$ cat src/rtl/dp_ram_pkg.sv
// Shared types and constants for the dual-port RAM subsystem.
package dp_ram_pkg;

    // Access sequencer states
    typedef enum logic [1:0] {
        IDLE   = 2'd0,
        ACCESS = 2'd1,
        RESP   = 2'd2
    } state_t;

    // Requesting port identity
    typedef enum logic {
        PORT_A = 1'b0,
        PORT_B = 1'b1
    } port_id_t;

    // Number of address MSBs used as bank select
    localparam int BANK_BITS = 2;

endpackage

$ cat src/rtl/dp_rr_arb2.sv
// Two-way request arbiter producing the winning port id.
// Build option DPA_FIXED_PRIO_EN: port A always wins ties and no
// last-grant history is kept. Default build: round robin on ties.
module dp_rr_arb2
    import dp_ram_pkg::*;
(
    input  logic     clk,
    input  logic     rst_n,
    input  logic     req_a,
    input  logic     req_b,
    input  logic     update,
    output port_id_t winner
);

`ifdef DPA_FIXED_PRIO_EN

    // Clock, reset and update have no role without grant history
    logic unused_ok;
    assign unused_ok = ^{clk, rst_n, update, req_b};

    // A wins whenever it requests
    always_comb begin
        winner = req_a ? PORT_A : PORT_B;
    end

`else

    port_id_t last_grant;

    // Remember the most recent grant; B after reset so A wins the first tie
    always_ff @(posedge clk or negedge rst_n) begin
        if (!rst_n) begin
            last_grant <= PORT_B;
        end else if (update) begin
            last_grant <= winner;
        end
    end

    // Single requester wins outright, ties go to the port not granted last
    always_comb begin
        winner = PORT_A;
        if (req_a && req_b) begin
            winner = (last_grant == PORT_A) ? PORT_B : PORT_A;
        end else if (req_b) begin
            winner = PORT_B;
        end
    end

`endif

endmodule

$ cat src/rtl/dp_bank_arbiter.sv
// Two-port arbiter and single-cycle access sequencer for the banked
// dual-port RAM. Registers the winning request split into bank select
// and in-bank offset, strobes the memory once, captures read data and
// pulses done back to the winner. Tie policy selectable through
// DPA_FIXED_PRIO_EN (see dp_rr_arb2).
module dp_bank_arbiter
    import dp_ram_pkg::*;
#(
    parameter int ADDR_WIDTH = 8,
    parameter int DATA_WIDTH = 8
) (
    input  logic                            clk,
    input  logic                            rst_n,
    input  logic                            req_a,
    input  logic                            req_b,
    input  logic                            we_a,
    input  logic                            we_b,
    input  logic [ADDR_WIDTH-1:0]           addr_a,
    input  logic [ADDR_WIDTH-1:0]           addr_b,
    input  logic [DATA_WIDTH-1:0]           wdata_a,
    input  logic [DATA_WIDTH-1:0]           wdata_b,
    output logic                            gnt_a,
    output logic                            gnt_b,
    output logic                            done_a,
    output logic                            done_b,
    output logic [DATA_WIDTH-1:0]           rdata_a,
    output logic [DATA_WIDTH-1:0]           rdata_b,
    output logic [BANK_BITS-1:0]            bank_sel,
    output logic [ADDR_WIDTH-BANK_BITS-1:0] mem_addr,
    output logic [DATA_WIDTH-1:0]           mem_wdata,
    output logic                            mem_en,
    output logic                            mem_we,
    input  logic [DATA_WIDTH-1:0]           mem_rdata
);

    localparam int OFF_W = ADDR_WIDTH - BANK_BITS;

    state_t                  state, state_next;
    port_id_t                winner;
    logic                    grant;
    logic                    cur_we, cur_we_next;
    logic                    gnt_a_next, gnt_b_next;
    logic                    done_a_next, done_b_next;
    logic                    mem_en_next, mem_we_next;
    logic [BANK_BITS-1:0]    bank_sel_next;
    logic [OFF_W-1:0]        mem_addr_next;
    logic [DATA_WIDTH-1:0]   mem_wdata_next;
    logic [DATA_WIDTH-1:0]   rdata_a_next, rdata_b_next;
    logic                    win_we;
    logic [ADDR_WIDTH-1:0]   win_addr;
    logic [DATA_WIDTH-1:0]   win_wdata;

    // A grant is issued only when idle and someone is asking
    assign grant = (state == IDLE) && (req_a || req_b);

    dp_rr_arb2 u_arb (
        .clk    (clk),
        .rst_n  (rst_n),
        .req_a  (req_a),
        .req_b  (req_b),
        .update (grant),
        .winner (winner)
    );

    // Select the winning port's request fields
    always_comb begin
        win_we    = (winner == PORT_A) ? we_a    : we_b;
        win_addr  = (winner == PORT_A) ? addr_a  : addr_b;
        win_wdata = (winner == PORT_A) ? wdata_a : wdata_b;
    end

    // Next-state and next-output logic; strobes and done default low
    always_comb begin
        state_next     = state;
        cur_we_next    = cur_we;
        gnt_a_next     = gnt_a;
        gnt_b_next     = gnt_b;
        done_a_next    = 1'b0;
        done_b_next    = 1'b0;
        mem_en_next    = 1'b0;
        mem_we_next    = 1'b0;
        bank_sel_next  = bank_sel;
        mem_addr_next  = mem_addr;
        mem_wdata_next = mem_wdata;
        rdata_a_next   = rdata_a;
        rdata_b_next   = rdata_b;
        case (state)
            IDLE: begin
                if (grant) begin
                    state_next     = ACCESS;
                    gnt_a_next     = (winner == PORT_A);
                    gnt_b_next     = (winner == PORT_B);
                    mem_en_next    = 1'b1;
                    mem_we_next    = win_we;
                    cur_we_next    = win_we;
                    bank_sel_next  = win_addr[ADDR_WIDTH-1 -: BANK_BITS];
                    mem_addr_next  = win_addr[OFF_W-1:0];
                    mem_wdata_next = win_wdata;
                end
            end
            ACCESS: begin
                state_next = RESP;
            end
            RESP: begin
                // Memory read data is valid now, one cycle after the strobe
                state_next  = IDLE;
                gnt_a_next  = 1'b0;
                gnt_b_next  = 1'b0;
                done_a_next = gnt_a;
                done_b_next = gnt_b;
                if (!cur_we && gnt_a) rdata_a_next = mem_rdata;
                if (!cur_we && gnt_b) rdata_b_next = mem_rdata;
            end
            default: begin
                state_next = IDLE;
            end
        endcase
    end

    // State and output registers; reset aborts any transaction in flight
    always_ff @(posedge clk or negedge rst_n) begin
        if (!rst_n) begin
            state     <= IDLE;
            cur_we    <= 1'b0;
            gnt_a     <= 1'b0;
            gnt_b     <= 1'b0;
            done_a    <= 1'b0;
            done_b    <= 1'b0;
            mem_en    <= 1'b0;
            mem_we    <= 1'b0;
            bank_sel  <= '0;
            mem_addr  <= '0;
            mem_wdata <= '0;
            rdata_a   <= '0;
            rdata_b   <= '0;
        end else begin
            state     <= state_next;
            cur_we    <= cur_we_next;
            gnt_a     <= gnt_a_next;
            gnt_b     <= gnt_b_next;
            done_a    <= done_a_next;
            done_b    <= done_b_next;
            mem_en    <= mem_en_next;
            mem_we    <= mem_we_next;
            bank_sel  <= bank_sel_next;
            mem_addr  <= mem_addr_next;
            mem_wdata <= mem_wdata_next;
            rdata_a   <= rdata_a_next;
            rdata_b   <= rdata_b_next;
        end
    end

endmodule

$ cat config.mk
export PLATFORM = sky130hd
export DESIGN_NAME = dp_bank_arbiter
export DESIGN_NICKNAME = d
export VERILOG_FILES = /design/src/rtl/dp_ram_pkg.sv /design/src/rtl/dp_rr_arb2.sv /design/src/rtl/dp_bank_arbiter.sv
export SDC_FILE = /design/constraint.sdc
export NUM_CORES = 1
export LEC_CHECK = 0
export ABC_AREA = 1
export CAP_MARGIN = 20
export CORE_ASPECT_RATIO = 0.9
export CORE_MARGIN = 4
export CORE_UTILIZATION = 38
export CTS_CLUSTER_SIZE = 24
export DETAILED_ROUTE_END_ITERATION = 16
export GPL_ROUTABILITY_DRIVEN = 0
export PLACE_DENSITY_LB_ADDON = 0.3
export SLEW_MARGIN = 20
export SYNTH_ARGS = -nofsm -noshare
export SYNTH_HDL_FRONTEND = slang
export SYNTH_HIERARCHICAL = 1
export SYNTH_SLANG_ARGS = --single-unit
$ cat constraint.sdc
create_clock -name clk -period 1.2 [get_ports clk]
set_input_delay 0.24 -clock clk [delete_from_list [all_inputs] [get_ports clk]]
set_output_delay 0.24 -clock clk [all_outputs]
set_load 0.02 [all_outputs]
==> results.md <==
- Psw: 3.182 mW
- Slew Limit Fails: 0
- Initial core utilization: 39.72%
- FILL cells: 444
- Tightest Hold Check Type: in -> async
- Final instance area: 0.003065 mm2
- Yosys cell types: 17
- Area delta synth->final: 57.66%
- Pleak: 1.615 nW
- Most common library cell in the layout ignoring fill and taps: nand2_1
- Worst VDD drop: 956.6 uV
- Die ar.: 0.006327 mm2
- Syn avg cell area: 8.274 um2
- Simple-Gate Fraction of Synth Area: 39.45%
- Remaining DRCs: 0
- Min Tclk post-route: 1272 ps
- Die Span X: 83.40 um
- Finished Layout Cells: 405
- Critical path startpoint: u_arb/last_grant
- Failing checks: negative setup slack
- Slack of the critical path: -71.94 ps
- Worst hold margin: 460.2 ps
- Critical path class: reg -> reg
- Number of DRC markers in iteration 0: 90
- Antenna diodes: 0
- Pwr per Cell Area: 2370 mW/mm2
- Most frequent cells in the layout: nand2_1 (107), clkdlybuf4s50_1 (44), dfrtp_1 (41)
- Buffers on Ports: 83
- Xor/xnor share of the synthesized area: 0%
- Clock sink total: 42
- Power Total: 7.266 mW
- Placed Area: 0.002861 mm2
- Post-synthesis sequential area ratio: 54.12%
- Status: finished, violations left
- Final hold vios: 0
- Pre-CTS WS: -469.2 ps
- Post-Synth Adder-Cell Area: 0%
- Ports: 84
- Critical Path AT: 1450 ps
- Core ar.: 0.004895 mm2
- Vias in the first global route: 1764
- Pin count of the biggest net entering global routing: 43
- Sw frac: 43.79%
- Final ANT Viol Nets: 0
- Drt first pass iters: 4
- Pint: 4.084 mW
- Gate power share: 53.4%
- Layout cells sized above 1: 34.41%
- Crit path capture type: register
- Worst slew margin: 77.84%
- Worst Path Buf+Inv: 1
- Clk_skew: 1.788 ps
- Latest clock arrival within the worst-skew pair: 280 ps
- Vias/cell: 4.588
- Post-synthesis mux area share: 0%
- CTS Buf Count: 5
- Placed insts: 386
- H-tree levels: 2
- DR vias: 1858
- First-pass GRT wire length: 8024 um
- Clock buffer depth: 2
- RR Startpoint: u_arb/last_grant
- CTS clk-pin slew, worst paths: 80 ps
- Crit-path leading delay family: flip-flops
- Reg power frac: 33.9%
- Sequence of cells on the critical path: nand2_2, and2_4, buf_6, nand2_2, nand2_1, nand2_1, nand2_1
- Die Y: 75.86 um
- Type of origin of the critical path: register
- # rows: 24
- Maximum capacitance violations: 0
- Utilization after layout: 62.63%
- Mapped Nets: 281
- Slew @ Worst Pin: 332.0 ps
- Yosys warnings: 6
- Fmax achieved: 786.2 MHz
- Crit-path slowest cell: dfstp_2
- Synth Area in Compound Gates: 0%
- CP dominant cell by count: nand2_1
- Worst EP required: 1380 ps
- Total congestion overflow: 0
- Netlist Area Pre-Place: 0.001944 mm2
- Layout Nets: 385
- Wirelength per Cell: 13.09 um
- Cells after synthesis: 235
- Fin crit share: 106.0%
- Post-detailed-placement half-perimeter wirelength: 3432 um
- Clk pwr share: 12.8%
- Final Routed Wirelength: 5303 um
- Main combinational cell family by area after synthesis: simple AND/OR/NAND/NOR gates
- CTS root buffer: clkbuf_8
- Setup TNS: -756.1 ps
- RSZ-0062 raised after global routing: true
- CP Max Fanout: 7
- CTS tree: done
- Initial antenna violation count: 0
- Register bit total from synthesis: 42
- Biggest cell delay along the critical path: 550 ps
- Final setup fails: 16
- GR Util All Layers: 16.10%
## metal layers
layer  part of all wire (%)  vias to the layer above  wire length (um)  track usage (%)
met4                   0.77                        0                41            3.811
li1                       -                      923                 -                -
met2                     48                       66              2554            28.20
met1                     44                      862              2337            19.56
met5                      0                        -                 0                0
met3                    7.0                        7               370            5.514
## final cells by class
class	count	area (um2)	area share (%)
Sequential cell	42	1052	34.33
Timing Repair inverter	1	6.256	0.2041
Tap cell	65	81.33	2.653
Clock buffer	7	86.33	2.816
Inverter	10	55.05	1.796
Multi-Input combinational cell	178	869.6	28.37
Clock inverter	1	5.005	0.1633
Timing Repair Buffer	101	909.6	29.67
## kinds of logic (layout without fill, tap and decap cells)
| group | after synthesis | after routing |
|---|---|---|
| flops | 42 | 42 |
| buf+inv | 17 | 120 |
| simple gates | 176 | 178 |
## power groups by stage
stage	registers, mW	logic [mW]	clock network, mW
2_1_floorplan	3.21	1.46	0
3_3_place_gp	2.46	3.83	0
3_5_place_dp	2.48	3.87	0
4_1_cts	2.47	3.80	0.939
5_1_grt	2.54	4.19	1.01
6_report	2.46	3.88	0.926
## state kept, by name, indices dropped and copies added, names as in the netlist
signal            cells
bank_sel              2
cur_we                1
done_a                1
done_b                1
gnt_a                 1
gnt_b                 1
mem_addr              6
mem_en                1
mem_wdata             8
mem_we                1
rdata_a               8
rdata_b               8
state                 2
u_arb/last_grant      1
## worst paths after layout
path,to,slack (ps),cells past startpoint
min in group clk,rdata_a[3],470,2
hold / removal,mem_wdata[6],460,3
max in group asynchronous,u_arb/last_grant,470,3
hold reg to reg,rdata_a[3],470,2
setup / recovery,mem_addr[2],-70,7
setup reg to reg,mem_addr[2],-70,7
## tightest hold or removal path, stage by stage
cell and delay [ps]:
dlygate4sd3_1 520, buf_2 120, buf_12 230
## synth_stat cells
cell	n	share of area (%)
nand2_1	131	25
dfrtp_1	41	53
nand3_1	19	4.9
nand2_2	13	4.2
inv_1	6	1.2
nor2_1	5	0.97
buf_6	4	2.3
nand2_4	3	1.7
nor2_4	3	1.7
buf_4	2	0.77
inv_2	2	0.39
and2_1	1	0.32
buf_12	1	1.0
dfstp_2	1	1.4
inv_4	1	0.32
inv_6	1	0.45
nor2_2	1	0.32
## repair_timing
item                                    CTS  global route
resized for setup                       126            46
setup buffers                             1             5
endpoints found under the setup margin   60            62
pin swaps                                13            18
hold endpoints to repair                 41             0
gates cloned                              3             1
hold buffers                              1             0
Power figures use the tool's default switching activity.
